<file path="config.mk">
export PLATFORM = sky130hd
export DESIGN_NAME = param_data_connection_block_flat
export DESIGN_NICKNAME = d
export VERILOG_FILES = /design/src/rtl/param_data_connection_block_if.sv /design/src/rtl/param_data_connection_block.sv /design/src/flat_wrapper.sv
export SDC_FILE = /design/constraint.sdc
export NUM_CORES = 1
export LEC_CHECK = 0
export ABC_AREA = 1
export CAP_MARGIN = 10
export CORE_ASPECT_RATIO = 0.9
export CORE_UTILIZATION = 43
export DETAILED_ROUTE_END_ITERATION = 7
export PLACE_DENSITY = 0.72
export SYNTH_ARGS = -nofsm -noshare
export SYNTH_HDL_FRONTEND = slang
export SYNTH_SLANG_ARGS = --single-unit
</file>
<file path="constraint.sdc">
create_clock -name clk -period 5 [get_ports clk]
set_input_delay 0.75 -clock clk [delete_from_list [all_inputs] [get_ports clk]]
set_output_delay 0.75 -clock clk [all_outputs]
set_load 0.05 [all_outputs]
</file>
<file path="src/rtl/param_data_connection_block_if.sv">
`default_nettype none
// ============================================================================
// Module      : param_data_connection_block_if
// Description : Channel, CLB data and serial-configuration bundle for the
//               data connection block.
// Revision    : 1.0 - initial release
// ============================================================================
interface param_data_connection_block_if #(
    parameter int NS_W        = 64,
    parameter int WORD_WIDTH  = 8,
    parameter int DCB_DATAIN  = 4,
    parameter int DCB_DATAOUT = 2
);
    logic                              en;
    logic                              cen;
    logic                              cset;
    logic                              shift_in;
    logic                              shift_out;
    logic                              cset_out;
    logic [NS_W-1:0]                   north_in;
    logic [NS_W-1:0]                   south_in;
    logic [NS_W-1:0]                   north_out;
    logic [NS_W-1:0]                   south_out;
    logic [WORD_WIDTH*DCB_DATAIN-1:0]  data_input;
    logic [WORD_WIDTH*DCB_DATAOUT-1:0] data_output;

    // master is the surrounding fabric, slave is the connection block
    modport master (
        output en, cen, cset, shift_in, north_in, south_in, data_output,
        input  shift_out, cset_out, north_out, south_out, data_input
    );

    modport slave (
        input  en, cen, cset, shift_in, north_in, south_in, data_output,
        output shift_out, cset_out, north_out, south_out, data_input
    );
endinterface
`default_nettype wire

</file>
<file path="src/rtl/param_data_connection_block.sv">
`default_nettype none
// ============================================================================
// Module      : param_data_connection_block
// Description : Routes N/S channel track groups to CLB data words and back,
//               configured through a serially loaded, atomically committed
//               shadow chain.
// Revision    : 1.0 - initial release
// ============================================================================
module param_data_connection_block #(
    parameter int NS_W        = 64,
    parameter int WORD_WIDTH  = 8,
    parameter int DCB_DATAIN  = 4,
    parameter int DCB_DATAOUT = 2
) (
    input  wire logic                   clk,
    input  wire logic                   rst,
    param_data_connection_block_if.slave bus
);
    localparam int G     = NS_W / WORD_WIDTH;
    localparam int SI    = $clog2(2 * G);
    localparam int SO    = $clog2(DCB_DATAOUT + 1);
    localparam int CFG_W = DCB_DATAIN * (SI + 1) + G * SO;

    logic [CFG_W-1:0]                 r_shadow;
    logic [CFG_W-1:0]                 r_active;
    logic                             r_cset_out;
    logic [WORD_WIDTH*DCB_DATAIN-1:0] r_data_in;
    logic [WORD_WIDTH*DCB_DATAIN-1:0] w_mux;

    // Commit samples the pre-shift shadow, so a same-cycle shift is not seen
    always_ff @(posedge clk) begin
        if (rst) begin
            r_shadow   <= '0;
            r_active   <= '0;
            r_cset_out <= 1'b0;
            r_data_in  <= '0;
        end else begin
            if (bus.cen) begin
                r_shadow <= {r_shadow[CFG_W-2:0], bus.shift_in};
            end
            if (bus.cset) begin
                r_active <= r_shadow;
            end
            r_cset_out <= bus.cset;
            if (bus.en) begin
                r_data_in <= w_mux;
            end
        end
    end

    assign bus.shift_out = r_shadow[CFG_W-1];
    assign bus.cset_out  = r_cset_out;

    for (genvar i = 0; i < DCB_DATAIN; i++) begin : g_in
        logic [SI-1:0]         w_sel;
        logic                  w_reg;
        logic [WORD_WIDTH-1:0] w_word;

        assign w_sel = r_active[i*(SI+1) +: SI];
        assign w_reg = r_active[i*(SI+1) + SI];

        // Unmatched select codes fall through to zero
        always_comb begin
            w_word = '0;
            for (int g = 0; g < G; g++) begin
                if (w_sel == SI'(g)) begin
                    w_word = bus.north_in[g*WORD_WIDTH +: WORD_WIDTH];
                end
                if (w_sel == SI'(g + G)) begin
                    w_word = bus.south_in[g*WORD_WIDTH +: WORD_WIDTH];
                end
            end
        end

        assign w_mux[i*WORD_WIDTH +: WORD_WIDTH] = w_word;
        assign bus.data_input[i*WORD_WIDTH +: WORD_WIDTH] =
            w_reg ? r_data_in[i*WORD_WIDTH +: WORD_WIDTH] : w_word;
    end

    for (genvar g = 0; g < G; g++) begin : g_grp
        logic [SO-1:0]         w_src;
        logic [WORD_WIDTH-1:0] w_north;
        logic [WORD_WIDTH-1:0] w_south;

        assign w_src = r_active[DCB_DATAIN*(SI+1) + g*SO +: SO];

        // Source codes beyond the data_output count keep the feedthrough
        always_comb begin
            w_north = bus.south_in[g*WORD_WIDTH +: WORD_WIDTH];
            w_south = bus.north_in[g*WORD_WIDTH +: WORD_WIDTH];
            for (int k = 0; k < DCB_DATAOUT; k++) begin
                if (w_src == SO'(k + 1)) begin
                    w_north = bus.data_output[k*WORD_WIDTH +: WORD_WIDTH];
                    w_south = bus.data_output[k*WORD_WIDTH +: WORD_WIDTH];
                end
            end
        end

        assign bus.north_out[g*WORD_WIDTH +: WORD_WIDTH] = w_north;
        assign bus.south_out[g*WORD_WIDTH +: WORD_WIDTH] = w_south;
    end
endmodule
`default_nettype wire

</file>
<file path="src/flat_wrapper.sv">
// flat-port wrapper written by rule: the top's interface ports become plain ports
module param_data_connection_block_flat 
#(
    parameter int NS_W        = 64,
    parameter int WORD_WIDTH  = 8,
    parameter int DCB_DATAIN  = 4,
    parameter int DCB_DATAOUT = 2
)
  (clk, rst, bus_en, bus_cen, bus_cset, bus_shift_in, bus_north_in, bus_south_in, bus_data_output, bus_shift_out, bus_cset_out, bus_north_out, bus_south_out, bus_data_input);
  param_data_connection_block_if #(.NS_W(NS_W), .WORD_WIDTH(WORD_WIDTH), .DCB_DATAIN(DCB_DATAIN), .DCB_DATAOUT(DCB_DATAOUT)) bus_i ();
  input  wire logic clk;
  input  wire logic rst;
  input wire logic [$bits(bus_i.en)-1:0] bus_en;
  input wire logic [$bits(bus_i.cen)-1:0] bus_cen;
  input wire logic [$bits(bus_i.cset)-1:0] bus_cset;
  input wire logic [$bits(bus_i.shift_in)-1:0] bus_shift_in;
  input wire logic [$bits(bus_i.north_in)-1:0] bus_north_in;
  input wire logic [$bits(bus_i.south_in)-1:0] bus_south_in;
  input wire logic [$bits(bus_i.data_output)-1:0] bus_data_output;
  output wire logic [$bits(bus_i.shift_out)-1:0] bus_shift_out;
  output wire logic [$bits(bus_i.cset_out)-1:0] bus_cset_out;
  output wire logic [$bits(bus_i.north_out)-1:0] bus_north_out;
  output wire logic [$bits(bus_i.south_out)-1:0] bus_south_out;
  output wire logic [$bits(bus_i.data_input)-1:0] bus_data_input;
  assign bus_i.en = bus_en;
  assign bus_i.cen = bus_cen;
  assign bus_i.cset = bus_cset;
  assign bus_i.shift_in = bus_shift_in;
  assign bus_i.north_in = bus_north_in;
  assign bus_i.south_in = bus_south_in;
  assign bus_i.data_output = bus_data_output;
  assign bus_shift_out = bus_i.shift_out;
  assign bus_cset_out = bus_i.cset_out;
  assign bus_north_out = bus_i.north_out;
  assign bus_south_out = bus_i.south_out;
  assign bus_data_input = bus_i.data_input;
  param_data_connection_block #(.NS_W(NS_W), .WORD_WIDTH(WORD_WIDTH), .DCB_DATAIN(DCB_DATAIN), .DCB_DATAOUT(DCB_DATAOUT)) u_core (.clk(clk), .rst(rst), .bus(bus_i));
endmodule
</file>
### Word-level counts from Yosys, hierarchy flattened

Cells that the tools add are included.

* register bits: 105
* output and inout bits: 162
* input port bits: 150
* word-level logic and storage cells: 184

* mux-type cells: 100
* eq/ne operators: 76
* reduce and logical (&&, ||, !) cells: 4

Operators with widths (count)
* two-way mux 8 bit: 100
* equality test 4 bit, second input constant: 32
* equality test 4 x 3 -> 1 bit, second input constant: 16
* equality test 4 x 2 -> 1 bit, second input constant: 8
* equality test 2 x 1 -> 1 bit, second input constant: 8
* equality test 2 bit, second input constant: 8
* equality test 4 x 1 -> 1 bit, second input constant: 4
* logical NOT 4 bit: 4

### Logic depth before layout (Yosys ltp)

Gate-level depths: netlist of the first run.

* depth in word-level cells: 18
* mapped depth: 16
* mapped depth without buffers: 16

### Worst setup path before layout of the first run

No wires, ideal clock.

* path type: reg2out
* start point: reg u_core.r_active[0]
* end point: out bus_data_input[7]
* cell stages (with the launch flop): 13
* data required time: 4.250 ns
* arrival time: 2.426 ns
* path buffers: 0
* path slack: 1.824 ns
* path through: dfxtp_1 -> inv_1 -> nor2_1 -> nand2_1 -> nor2_1 -> nor2_1 -> nand4_1 -> nand2_1 -> nand4_1 -> nor2_1 -> nand4_1 -> nand2_1 -> o21ai_0

* word-level cells in the longest chain between the ends: 18
* elaborated cells on any way between the ends: 33
* those cells by class: eq/ne (15); mux (17); reduce/logical (1)

RTL lines
* start: declaration: line param_data_connection_block.sv:25 `logic [CFG_W-1:0] r_active;`
* start signal: assignment: line param_data_connection_block.sv:42 `r_active <= r_shadow;`
* logical NOT 4 bit: line param_data_connection_block.sv:66 `if (w_sel == SI'(g)) begin`
* two-way mux 8 bit: line param_data_connection_block.sv:66
* two-way mux 8 bit: line param_data_connection_block.sv:69 `if (w_sel == SI'(g + G)) begin`
* two-way mux 8 bit: line param_data_connection_block.sv:66
* two-way mux 8 bit: line param_data_connection_block.sv:69
* two-way mux 8 bit: line param_data_connection_block.sv:66
* two-way mux 8 bit: line param_data_connection_block.sv:69
* two-way mux 8 bit: line param_data_connection_block.sv:66
* [2 not listed]
* two-way mux 8 bit: line param_data_connection_block.sv:69
* two-way mux 8 bit: line param_data_connection_block.sv:66
* two-way mux 8 bit: line param_data_connection_block.sv:69
* two-way mux 8 bit: line param_data_connection_block.sv:66
* two-way mux 8 bit: line param_data_connection_block.sv:69
* two-way mux 8 bit: line param_data_connection_block.sv:66
* two-way mux 8 bit (*): line param_data_connection_block.sv:69
* two-way mux 8 bit (*): line param_data_connection_block.sv:77 `w_reg ? r_data_in[i*WORD_WIDTH +: WORD_WIDTH] : w_word;`
* end: declaration: line flat_wrapper.sv:24 `output wire logic [$bits(bus_i.data_input)-1:0] bus_data_input;`

Every way passes the cells marked *; elsewhere a longest branch is shown, timed or not.

### Worst setup path in the final report of the first run

* start point: reg u_core.r_active[3]
* end point: out bus_data_input[5]

Same word-level chain as after synthesis.

==> results of run 1 <==
[state kept, by name, indices dropped and copies added, names as in the netlist]
register and cells:
u_core.bus.cset_out 1, u_core.r_active 36, u_core.r_data_in 32, u_core.r_shadow 36
[power breakdown]
group	internal, mW	switching (mW)
clock	0.396	0.356
combinational	0.650	1.51
sequential	0.897	0.0413
[cell families after synthesis]
logic type,Yosys count,synth area share (%)
DFF,105,19.98
and+or+nand+nor,1222,48.82
buffers and inverters,383,13.94
AOI/OAI and AO/OA,347,17.27
[cells in the final DEF (no fill, tap or decap), drive strengths merged]
master	instances
a21oi	87
buf	31
bufinv	1
clkbuf	9
clkdlybuf4s50	310
clkinv	13
dfxtp	105
diode	1
inv	300
nand2	607
nand3	221
nand4	72
nor2	314
o21ai	196
o22ai	64
or2	8
[through the flow]
| stage | setup WS (ps) | power [mW] | cell area (µm²) | utilization (%) | std cells |
|---|---|---|---|---|---|
| after floorplan | 1824 | 2.217 | 10520 | - | 2057 |
| after global placement | 964.9 | 3.038 | 13920 | 58.82 | 2624 |
| after detailed placement | 965.8 | 3.052 | 13920 | 58.82 | 2624 |
| after CTS | 720.2 | 3.799 | 14220 | 60.09 | 2639 |
| after global routing | 287.1 | 3.989 | 14250 | 60.21 | 2641 |
| final | 496.5 | 3.847 | 14250 | 60.21 | 2641 |
[path summary, 6_finish.rpt]
check	cells past startpoint	endpoint	from	slack [ps]
setup / recovery	15	bus_data_input[5]	u_core.r_active[3]$_SDFFE_PP0P_	500
hold / removal	2	u_core.r_active[21]$_SDFFE_PP0P_	u_core.r_active[21]$_SDFFE_PP0P_	470
setup reg to reg	14	u_core.r_data_in[5]$_SDFFE_PP0P_	u_core.r_active[3]$_SDFFE_PP0P_	2370
hold reg to reg	2	u_core.r_active[21]$_SDFFE_PP0P_	u_core.r_active[21]$_SDFFE_PP0P_	470
[layout make-up]
type | count | area (µm²) | area share [%]
clock inverters | 6 | 75.07 | 0.5266
diodes | 1 | 2.502 | 0.01755
clock buffers | 9 | 225.2 | 1.580
flip-flops and latches | 105 | 2102 | 14.75
repair buffers | 341 | 3353 | 23.52
inverters | 308 | 1166 | 8.180
multi-input cells | 1569 | 6953 | 48.78
well taps | 302 | 377.9 | 2.651
[metal layers]
layer | vias up | global-route usage, %
li1 | 7152 | -
met1 | 7092 | 60.27
met3 | 190 | 10.20
met5 | - | 0
met4 | 0 | 19.07
met2 | 1239 | 63.56
[worst min-delay path: cells and delay by family (launching register included)]
kind,cells,cell delay [ps]
flip-flops,1,300
buffers and inverters,1,70
AO/OA/AOI/OAI,1,60
==> results.cfg, run 1 <==
[drt]
ant_nets = 0
drt-initial-drc-count = 2366
vias = 15673
wl_met2_um = 22590
dr.max_layer_used = met4
drtPass1Iterations = 8
met3_length_um = 8268
drt-total-wl_um = 56010
avgViaCountPerCell = 5.934
wl_met1_um = 22500
detail_route.wl_per_cell_um = 21.21
drc_errors = 2

[clock_network]
clkTransAtPathRegs_ps = 80
cts_sinks = 105
cts_resized = 0
ctsHoldBuffers = 0
root_buffer = clkbuf_16
cts_tree = built
post_cts_buffers = 0
worstSkewPairLatency_ps = 360
cts_buffers = 9
h-tree-depth = 3
clockBufferDepth = 2

[critical_path]
worstPathCellList = inv_1, nor2_1, nand2_1, nor2_1, nor2_1, nand4_1, nand2_1, nand3_1, nand2_1, nand4_1, nand2_1, nand2_1, nand2_1, nand2_1, clkdlybuf4s50_1
path_buf_inv = 2
cpMostUsedCell = nand2_1
crit_type = flop to primary output
cp.arrival_ps = 3750
worstPathMaxFanout = 7
cp_top_family = simple AND/OR/NAND/NOR gates
worst_setup_path_start_kind = flop
cp-end-kind = primary output
slowest_stage = clkdlybuf4s50_1
cp.required_ps = 4250
max_stage_delay_ps = 830

[run_status]
violations = design-rule violations
status = finished, violations left

[logic_synthesis]
synthTopCellsByArea = nand2_1, dfxtp_1, nand3_1
synth.largest_area_cell = nand2_1
synth-edff-count = 0
synth.distinct_cells = 22
synth_nets = 2207
synth_commonest_cells = nand2_1, nor2_1, inv_1
ys_warn_count = 0
postSynth.asyncResetShare_pct = 0
synth_top_cell_area_share_pct = 21.58
synth-main-ff-cell = dfxtp_1
yosysMostFrequentCell = nand2_1
seq_area_frac_synth_pct = 19.98
ys_seq_elements = 105
syn_inst = 2057
syn_area_mm2 = 0.01052
synth_area_per_cell_um2 = 5.115

[floorplanning]
io_pins = 312
die-area_mm2 = 0.02510
rows = 53
coreArea_mm2 = 0.02367
die_y_um = 150.4
fp.dieW_um = 166.9
start_util_pct = 44.44

[pwr]
p_leak_nw = 6.416
powerDensity_mw_per_mm2 = 269.9
ir_drop_mv = 0.2801

[sta]
rsz0062_at_grt = no
clock.fmax_mhz = 222.0
max_slew_margin_pct = 24.77
setup_violations = 0
finalCritPeriodShare_pct = 90.07
hold_ws_ps = 469.4
setup_tns_ps = 0
maxSlewViolCount = 0
skew_ps = 19.44
period_needed_ps = 4504
tightest_slew_ps = 1124
finalHoldViolCount = 0

[global_routing]
grt_max_degree = 65
grt_pass1_wl_um = 82570
grt.overflow.total = 0
grt_util_all_layers_pct = 43.41
antenna_found_initial = 1
grt_pass1_vias = 13853

[final_layout]
layout-drive-gt1-share_pct = 3.807
area_growth_pct = 35.49
nFillCells = 2424
fin_nets = 2484

[place]
gp_congestion = 1.106
io_buffers = 311
dp_hpwl_um = 44640

[job]
drv_cap = 0

[min_path]
hold_path.class = flop to flop
(Power assumes the default switching activity.)
==> run 2: changes to the inputs <==
- ABC_CLOCK_PERIOD_IN_PS: unset -> 5000
==> results of run 2 <==
No change in the layout: final DEF, timing and power equal those of run 1.
==> run 3: changes to the inputs <==
- SLEW_MARGIN: unset -> 5
==> results.cfg, run 3 (synthesized netlist as in run 1, its figures left out) <==
[critical_path]
reg2reg_to = u_core.r_data_in[5]$_SDFFE_PP0P_
worstPathMaxFanout = 7
crit_type = flop to primary output
worstPathCellList = inv_1, nor2_1, nand2_1, nor2_1, nor2_1, nand4_1, nand2_1, nand3_1, nand2_1, nand4_1, nand2_1, nand2_1, nand2_1, nand2_1, clkdlybuf4s50_1
cp.arrival_ps = 3750
slowest_stage = clkdlybuf4s50_1
ff2ff_setup_slack_ps = 2370
cpMostUsedCell = nand2_1
reg2reg_depth = 14
cp.required_ps = 4250
timing.rr.start = u_core.r_active[3]$_SDFFE_PP0P_
cp-end-kind = primary output
max_stage_delay_ps = 830
worst_setup_path_start_kind = flop

[clock_network]
ctsHoldBuffers = 0
h-tree-depth = 3
cts_sinks = 105
cts_buffers = 9
clockBufferDepth = 2
root_buffer = clkbuf_16
cts_resized = 0
clkTransAtPathRegs_ps = 80
worstSkewPairLatency_ps = 360
cts_tree = built
post_cts_buffers = 0

[floorplanning]
die-area_mm2 = 0.02510
fp.dieW_um = 166.9
io_pins = 312
die_y_um = 150.4
coreArea_mm2 = 0.02367
rows = 53
start_util_pct = 44.44

[final_layout]
area_growth_pct = 35.49
most-common-layout-cells = nand2_1, clkdlybuf4s50_1, nor2_1
reg_top3 = u_core.r_active x36, u_core.r_shadow x36, u_core.r_data_in x32
fin_cells = 2641
layout-drive-gt1-share_pct = 3.807
fin_nets = 2484
mostFrequentLayoutCell = nand2_1

[min_path]
hold_path.class = flop to flop
hold_start = u_core.r_active[21]$_SDFFE_PP0P_
holdPathStages = 2
hold_end = u_core.r_active[21]$_SDFFE_PP0P_

[sta]
finalCritPeriodShare_pct = 90.05
maxSlewViolCount = 0
finalHoldViolCount = 0
tightest_slew_ps = 1136
setup_violations = 0
max_slew_margin_pct = 23.98
period_needed_ps = 4502
setup_tns_ps = 0
clock.fmax_mhz = 222.1
skew_ps = 21.04
rsz0062_at_grt = no

[run_status]
status = finished clean

[drt]
vias = 15662
avgViaCountPerCell = 5.930
detail_route.wl_per_cell_um = 21.20
drt-initial-drc-count = 2366
drt-total-wl_um = 56000
drtPass1Iterations = 8
drc_errors = 0
ant_nets = 0

[place]
numPlacedInstances = 2624
io_buffers = 311
gp_congestion = 1.106
dp_hpwl_um = 44640

[pwr]
ir_drop_mv = 0.2784
p_leak_nw = 6.412
powerDensity_mw_per_mm2 = 269.8

[job]
drv_cap = 0

[global_routing]
grt_max_degree = 65
grt.overflow.total = 0
grt_util_all_layers_pct = 43.41
grt_pass1_wl_um = 82570
grt_pass1_vias = 13853
antenna_found_initial = 1
run 3: metrics by stage:
| stage | utilization, % | setup slack (ps) | area [µm²] | hold slack [ps] | total power, mW |
|---|---|---|---|---|---|
| after detailed placement | 58.82 | 965.8 | 13920 | 464.8 | 3.052 |
| after CTS | 60.09 | 720.2 | 14220 | 476.1 | 3.799 |
| after floorplan | - | 1824 | 10520 | 445.6 | 2.217 |
| after global routing | 60.21 | 287.1 | 14250 | 504.6 | 3.989 |
| after global placement | 58.82 | 964.9 | 13920 | 456.4 | 3.038 |
| final | 60.21 | 497.7 | 14250 | 469.5 | 3.846 |
run 3: worst max-delay path: cells and delay by family (launching register included):
kind / cells / cell delay (ps)
buf+inv: 2 / 940
flops: 1 / 410
simple gates: 13 / 2040
run 3: cell type report:
class | instances | area [µm²]
clock buffer | 9 | 225.2
inverter | 308 | 1166
multi-input combinational | 1569 | 6953
fill | 2424 | 9419
tap | 302 | 377.9
antenna | 1 | 2.502
sequential | 105 | 2102
clock inverter | 6 | 75.07
timing repair buffer | 341 | 3353
run 3: worst max-delay path by stage:
stage | slack [ps] | end | depth (start not counted) | startpoint
after detailed placement | 970 | bus_data_input[17] | 14 | bus_south_in[1]
after global routing | 290 | bus_data_input[5] | 15 | u_core.r_active[3]$_SDFFE_PP0P_
after floorplan | 1820 | bus_data_input[7] | 12 | u_core.r_active[0]$_SDFFE_PP0P_
after CTS | 720 | bus_data_input[5] | 15 | u_core.r_active[3]$_SDFFE_PP0P_
after global placement | 960 | bus_data_input[24] | 14 | bus_north_in[0]
final | 500 | bus_data_input[5] | 15 | u_core.r_active[3]$_SDFFE_PP0P_
run 3: metal layers:
metal  global-route usage (%)  up-vias  wire length (µm)
li1                         -     7156                 -
met1                    60.27     7073             22340
met2                    63.56     1243             22590
met3                    10.20      190              8427
met4                    19.07        0              2640
met5                        0        -                 0
run 3: power by group:
group	internal [mW]	switching, mW
sequential	0.897	0.0412
clock	0.396	0.355
combinational	0.650	1.51
total	1.94	1.90
